$ cat src/rtl/adc_sample_scheduler.sv
// Paced / on-demand ADC conversion sequencer feeding a CPU-drained sample FIFO with sticky error flags.
// Optional: define ADC_SCHED_AVG_EN to store the mean of four back-to-back conversions per sample.
module adc_sample_scheduler #(
    parameter int SAMPLE_DIV     = 12000,
    parameter int FIFO_DEPTH     = 16,
    parameter int ADC_WIDTH      = 10,
    parameter int TIMEOUT_CYCLES = 4096
) (
    input  logic                          clk12MHz,
    input  logic                          reset,
    input  logic                          enable,
    input  logic                          single_shot,
    input  logic                          clear_flags,
    output logic                          adc_start,
    input  logic                          adc_done,
    input  logic [ADC_WIDTH-1:0]          adc_value,
    input  logic                          rd_en,
    output logic [ADC_WIDTH-1:0]          rd_data,
    output logic [$clog2(FIFO_DEPTH):0]   fifo_count,
    output logic                          empty,
    output logic                          busy,
    output logic                          overflow,
    output logic                          overrun,
    output logic                          timeout
);
    localparam int AW = $clog2(FIFO_DEPTH);
    localparam int CW = AW + 1;
    localparam int DW = 24;
    localparam int TW = $clog2(TIMEOUT_CYCLES + 1);
    localparam logic [DW-1:0] DIV_LAST   = DW'(SAMPLE_DIV - 1);
    localparam logic [TW-1:0] TMO_LAST   = TW'(TIMEOUT_CYCLES - 1);
    localparam logic [CW-1:0] FULL_COUNT = CW'(FIFO_DEPTH);

    localparam logic [1:0] S_IDLE  = 2'd0;
    localparam logic [1:0] S_START = 2'd1;
    localparam logic [1:0] S_WAIT  = 2'd2;
    localparam logic [1:0] S_STORE = 2'd3;

    logic [1:0]           state;
    logic [DW-1:0]        div_cnt;
    logic                 tick;
    logic [TW-1:0]        tmo_cnt;
    logic                 tmo_hit;
    logic [ADC_WIDTH-1:0] sample;
    logic [ADC_WIDTH-1:0] mem [FIFO_DEPTH];
    logic [AW-1:0]        wr_ptr;
    logic [AW-1:0]        rd_ptr;
    logic                 full;
    logic                 do_read;
    logic                 do_write;
    logic                 store_drop;

`ifdef ADC_SCHED_AVG_EN
    logic [ADC_WIDTH+1:0] acc;
    logic [ADC_WIDTH+1:0] acc_next;
    logic [1:0]           conv_idx;
    assign acc_next = acc + {2'b00, adc_value};
`endif

    assign tick      = enable && (div_cnt == DIV_LAST);
    assign tmo_hit   = (state == S_WAIT) && !adc_done && (tmo_cnt == TMO_LAST);
    assign adc_start = (state == S_START);
    assign busy      = (state != S_IDLE);

    // Divider only runs while periodic sampling is enabled and restarts from zero when re-enabled.
    always_ff @(posedge clk12MHz) begin
        if (reset || !enable || (div_cnt == DIV_LAST)) begin
            div_cnt <= '0;
        end else begin
            div_cnt <= div_cnt + 1'b1;
        end
    end

    always_ff @(posedge clk12MHz) begin
        if (reset) begin
            state   <= S_IDLE;
            tmo_cnt <= '0;
            sample  <= '0;
`ifdef ADC_SCHED_AVG_EN
            acc      <= '0;
            conv_idx <= '0;
`endif
        end else begin
            case (state)
                S_IDLE: begin
                    if (tick || single_shot) begin
                        state <= S_START;
`ifdef ADC_SCHED_AVG_EN
                        acc      <= '0;
                        conv_idx <= '0;
`endif
                    end
                end
                S_START: begin
                    tmo_cnt <= '0;
                    state   <= S_WAIT;
                end
                S_WAIT: begin
                    if (adc_done) begin
`ifdef ADC_SCHED_AVG_EN
                        // Fourth result completes the sum; earlier ones go back for another request.
                        if (conv_idx == 2'd3) begin
                            sample <= acc_next[ADC_WIDTH+1:2];
                            state  <= S_STORE;
                        end else begin
                            acc      <= acc_next;
                            conv_idx <= conv_idx + 2'd1;
                            state    <= S_START;
                        end
`else
                        sample <= adc_value;
                        state  <= S_STORE;
`endif
                    end else if (tmo_cnt == TMO_LAST) begin
                        state <= S_IDLE;
                    end else begin
                        tmo_cnt <= tmo_cnt + 1'b1;
                    end
                end
                default: state <= S_IDLE;
            endcase
        end
    end

    // A pop frees a slot in the same cycle, so a store into a full FIFO still succeeds alongside it.
    assign full       = (fifo_count == FULL_COUNT);
    assign empty      = (fifo_count == '0);
    assign do_read    = rd_en && !empty;
    assign do_write   = (state == S_STORE) && (!full || do_read);
    assign store_drop = (state == S_STORE) && full && !do_read;

    always_ff @(posedge clk12MHz) begin
        if (do_write) begin
            mem[wr_ptr] <= sample;
        end
    end

    always_ff @(posedge clk12MHz) begin
        if (reset) begin
            wr_ptr     <= '0;
            rd_ptr     <= '0;
            fifo_count <= '0;
            rd_data    <= '0;
        end else begin
            if (do_write) begin
                wr_ptr <= wr_ptr + 1'b1;
            end
            if (do_read) begin
                rd_ptr  <= rd_ptr + 1'b1;
                rd_data <= mem[rd_ptr];
            end
            if (do_write && !do_read) begin
                fifo_count <= fifo_count + 1'b1;
            end else if (do_read && !do_write) begin
                fifo_count <= fifo_count - 1'b1;
            end
        end
    end

    // Sticky flags: a set event in the same cycle as clear_flags keeps the flag high.
    always_ff @(posedge clk12MHz) begin
        if (reset) begin
            overflow <= 1'b0;
            overrun  <= 1'b0;
            timeout  <= 1'b0;
        end else begin
            overflow <= store_drop | (overflow & ~clear_flags);
            overrun  <= (tick && (state != S_IDLE)) | (overrun & ~clear_flags);
            timeout  <= tmo_hit | (timeout & ~clear_flags);
        end
    end
endmodule

$ cat config.mk
export PLATFORM = sky130hd
export DESIGN_NAME = adc_sample_scheduler
export DESIGN_NICKNAME = d
export VERILOG_FILES = /design/src/rtl/adc_sample_scheduler.sv
export SDC_FILE = /design/constraint.sdc
export NUM_CORES = 1
export LEC_CHECK = 0
export BUFFER_PORTS_ARGS = -buffer_cell sky130_fd_sc_hd__buf_2
export CAP_MARGIN = 30
export CORE_MARGIN = 4
export CORE_UTILIZATION = 45
export DETAILED_ROUTE_END_ITERATION = 16
export SYNTH_ARGS = -nofsm -noshare
export SYNTH_HDL_FRONTEND = slang
export SYNTH_SLANG_ARGS = --single-unit
$ cat constraint.sdc
create_clock -name clk12MHz -period 3.3 [get_ports clk12MHz]
set_input_delay 0.165 -clock clk12MHz [delete_from_list [all_inputs] [get_ports clk12MHz]]
set_output_delay 0.165 -clock clk12MHz [all_outputs]
set_load 0.005 [all_outputs]
* Word level (Yosys, flattened, before mapping)
Memories as Yosys holds them, arrays and structs flattened. A register that Yosys moved wholly into a read port is not among the register bits.
Index checks and enable logic that the tools add are counted.
** Operators by class
- $add $sub $neg :: 6
- Equality and inequality tests :: 10
- Muxes and demuxes :: 11
- Bitwise operators :: 7
- Reductions and logical operators :: 28
** Operators by type and width (number)
- $mux W13 :: 2
- $pmux W13 S2 :: 1
- $add A24 B1 Y24 const B :: 1
- $eq A24 B14 Y1 const B :: 1
- $add A13 B1 Y13 const B :: 1
- $eq A13 B12 Y1 const B :: 1
- $logic_and A1 B1 Y1 :: 10
- $mux W5 :: 2
- $add A4 B1 Y4 const B :: 2
- $logic_not A1 Y1 :: 6
- $mux W2 :: 3
- $ne A2 B2 Y1 const B :: 3
- $pmux W2 S3 :: 1
- $reduce_bool A2 Y1 :: 3
- $add A5 B1 Y5 const B :: 1
- $eq A5 B5 Y1 const B :: 1
- $logic_not A5 Y1 :: 1
- $sub A5 B1 Y5 const B :: 1
- $eq A2 B2 Y1 const B :: 2
- $logic_or A1 B1 Y1 :: 4
- $reduce_and A2 Y1 :: 2
- $and A1 B1 Y1 :: 3
- $ne A3 B2 Y1 const B :: 1
- $or A1 B1 Y1 :: 3
- other kinds (5) :: 6
** Storage, ports and cells
- Bits in registers :: 65
- Memory bits (writable) :: 160
- Bits of input ports :: 17
- Output and inout port bits :: 21
- Memories :: 1
** Memories
- mem :: depth 16, width 10, rd ports 1, clocked after memory_dff 1, write ports 1, RTL line 45 : logic [ADC_WIDTH-1:0] mem [FIFO_DEPTH];

* Depth between registers and ports, before layout
- Word-level depth :: 9
- Depth in mapped cells :: 12

* Worst setup path after synthesis
OpenSTA, ideal clock, no wires.
- Path type :: reg2reg
- From :: register fifo_count[0]
- To :: register fifo_count[4]
- Library setup time :: 70 ps
- Data arrival time :: 3098 ps
- Data required time :: 3230 ps
- Setup slack :: 131 ps
- Stages on the path, launching flop included :: 13
- Cells stage by stage :: dfxtp_1 -> or4_1 -> o21a_1 -> inv_1 -> clkbuf_1 -> ha_1 -> inv_1 -> fa_1 -> a21o_1 -> a21oi_1 -> xnor2_1 -> or3_1 -> a21oi_1
** On the way
- Word-level cells in the longest chain between the ends :: 8
- Elaborated cells between the ends (all ways) :: 16
- Classes of those cells :: add/sub: 2; eq/ne: 1; mux: 2; reduce/logical: 11
** Ends and longest elaborated chain
- start: declaration :: RTL line 19 : output logic [$clog2(FIFO_DEPTH):0] fifo_count,
- start signal: assignment :: RTL line 153 : fifo_count <= fifo_count + 1'b1;
- start signal: assignment :: RTL line 155 : fifo_count <= fifo_count - 1'b1;
- parallel branches: the longest is 8 deep, another holds $sub A5 B1 Y5
Several ways; the timed one is not identified. The select of a mux whose other input is x is not followed.
A chain may end at the register's enable or synchronous reset.

* Worst setup path in the final report
Same ends and word-level chain as after synthesis.

==> impl_metrics.tcl <==
set metrics [dict create \
    final_cell_mix "edfxtp_1, dfxtp_1, nor2_1, nand2_1, mux4_2" \
    finalSetupViolCount 0 \
    cap_violations 0 \
    n_antenna_cell 0 \
    port_buffers 37 \
    pwr-share-clk_pct 35.5 \
    finalPower_w 0.00738 \
    worstPathRequired_ns 3.72 \
    final_common_cell "edfxtp_1" \
    outcome "complete, no violations" \
    power_density_mw_per_mm2 666 \
    postSynthAreaPerCell_um2 14.1 \
    area_delta_synth_final_pct 15.6 \
    yosysUniqueCellTypes 45 \
    end_kind "register" \
    nets 781 \
    vias 5780 \
    synth-seq-cells 235 \
    slew_headroom_pct 42.9 \
    fmax_mhz 336 \
    die_y_um 154 \
    io_pins 38 \
    start_util_pct 45.6 \
    drt_iter0_markers 353 \
    power.switching_w 0.00194 \
    first_pass_iters 4 \
    grt_pass1_wl_mm 32.2 \
    startpoint_type "register" \
    syn_inst 679 \
    antenna_found_initial 0 \
    reg2reg_from "fifo_count[0]$_SDFFE_PP0P_" \
    cp.arrival_ns 3.40 \
    synth_warnings 0 \
    ir_worst_vdd_mv 0.412 \
    htreeDepth 1 \
    synthArstFlopShare_pct 0 \
    dp.cells 986 \
    post_drt_wl_per_cell_um 19.5 \
    synth_top_area_share_pct 50.1 \
    final.setup.tns_ns 0 \
    netlist_top_cells_area "edfxtp_1, dfxtp_1, mux4_2, nor2_1, mux2i_1" \
    p_comb_share_pct 17.8 \
    period_needed_ns 2.97 \
    fin_ws_ns 0.327 \
    seqPwrFrac_pct 46.7 \
    core_area_mm2 0.0210 \
    clkLatencyLatePin_ns 0.51 \
    dp_slack_ns 0.341 \
    grt_start_max_net_pins 41 \
    grtUsageTotal_pct 17.1 \
    die_w_um 154 \
    post-cts-setup-buffer-count 0 \
    cts_buffers 24 \
    place_congestion 0.805 \
    leakage_nw 3.61 \
    maxSlewViolCount 0 \
    swShare_pct 26.4 \
    path_class "register to register" \
    hold_viol 0 \
    worst_pin_slew_ns 0.856 \
    min_from "rd_en" \
    synthFlopType "edfxtp_1" \
    final_cells 1041 \
    syn_area_mm2 0.00959 \
    grt_overflow 0 \
    fin_crit_sh_pct 90.1 \
    internal_power_w 0.00544 \
    drc_errors 0 \
    yosys.area.top_type "edfxtp_1" \
    cts.clk_slew.worst_paths_ns 0.06 \
    clock_path_buffers 3 \
    viasPerCell 5.55 \
    die_area_mm2 0.0237 \
    path_max_fanout 5 \
    rows 53 \
    ys_seq_area_share_pct 65.7 \
    dp_hpwl_mm 13.0 \
    synthesis.nets 712 \
    drive_gt1_share_pct 18.8 \
    hold_ws_ns 0.0469 \
    wl_mm 20.3 \
    ant_nets 0 \
    synth_edf_count 160 \
    hold_class "input port to register" \
    tritoncts "built" \
    grt_pass1_vias 5719 \
    rsz0062_at_grt "no" \
    clockRootBuffer "clkbuf_16" \
    clock-skew-final_ns 0.0124 \
    startpoint "fifo_count[0]$_SDFFE_PP0P_" \
    cts.sinks 235 \
]
-- stage by stage --
stage	util, %	area, µm²
2_1_floorplan	-	9590
3_3_place_gp	48.6	10200
3_5_place_dp	48.6	10200
4_1_cts	52.7	11100
5_1_grt	52.7	11100
6_report	52.7	11100
-- critical path, cell delays in order, from the launching register on --
cell and delay (ns):
dfxtp_1 0.36, or4_1 0.62, o21a_1 0.22, inv_1 0.07, ha_1 0.19, inv_1 0.11, fa_1 0.42, a21o_1 0.19
a21oi_1 0.17, xnor2_1 0.09, or3_1 0.30, a21oi_1 0.15
-- cell usage after synthesis, types with 12 or more instances --
cell type    n
nand4_1     13
clkbuf_1    24
xnor2_1     13
a21oi_1     27
mux4_2      40
dfxtp_1     75
inv_1       17
nor2_1      69
o21ai_0     12
nand3_1     21
mux2i_1     22
edfxtp_1   160
nand2_1     53
xor2_1      16
ha_1        15
-- repair_timing --
action                    4_1_cts  5_1_grt
hold buffers                   11        0
resized for setup               0        0
hold endpoints to repair       12        0
-- state kept, by name, indices dropped and copies added, names as in the netlist --
signal and cells:
overrun 1, div_cnt 24, rd_data 10, tmo_cnt 13, state 2, rd_ptr 4, sample 10, fifo_count 5
overflow 1, timeout 1, mem 160, wr_ptr 4
-- layer usage --
metal  routed length (µm)  track usage [%]  vias up
met3                  999             2.84       22
met2                10300             29.6      131
li1                     -                -     2711
met5                    0                0        -
met1                 8770             23.3     2916
met4                  288             2.94        0
-- worst paths after layout --
path,endpoint,slack (ns),cells after the start
setup / recovery,fifo_count[4]$_SDFFE_PP0P_,0.33,11
hold / removal,overflow$_SDFF_PP0_,0.05,4
setup reg to reg,fifo_count[4]$_SDFFE_PP0P_,0.33,11
hold reg to reg,overrun$_SDFF_PP0_,0.46,2
-- cells by family (layout without fill, tap and decap cells) --
family | after synthesis | after routing | synth area share, %
buffers and inverters | 50 | 137 | 2.13
adders and majority gates | 16 | 16 | 2.17
DFF | 235 | 235 | 65.7
muxes | 62 | 62 | 11.7
AOI/OAI and AO/OA | 74 | 74 | 4.88
and+or+nand+nor | 213 | 213 | 10.7
xor gates and xnor gates | 29 | 29 | 2.65
-- layout make-up --
| cell class | count | area [µm²] |
|---|---|---|
| Fill cell | 1749 | 9930 |
| Clock inverter | 9 | 66.3 |
| Multi-Input combinational cell | 394 | 3090 |
| Inverter | 18 | 67.6 |
| Clock buffer | 35 | 703 |
| Sequential cell | 235 | 6310 |
| Timing Repair Buffer | 75 | 510 |
| Tap cell | 275 | 344 |
-- power groups by stage --
| stage | combinational [W] | sequential, W | clock (W) |
|---|---|---|---|
| after floorplan | 0.000908 | 0.00344 | 0 |
| after global placement | 0.00128 | 0.00349 | 0 |
| after detailed placement | 0.00131 | 0.00351 | 0 |
| after CTS | 0.00133 | 0.00345 | 0.00267 |
| after global routing | 0.00146 | 0.00347 | 0.00281 |
| final | 0.00132 | 0.00344 | 0.00262 |
No activity file was read; power rests on OpenSTA's default activity.
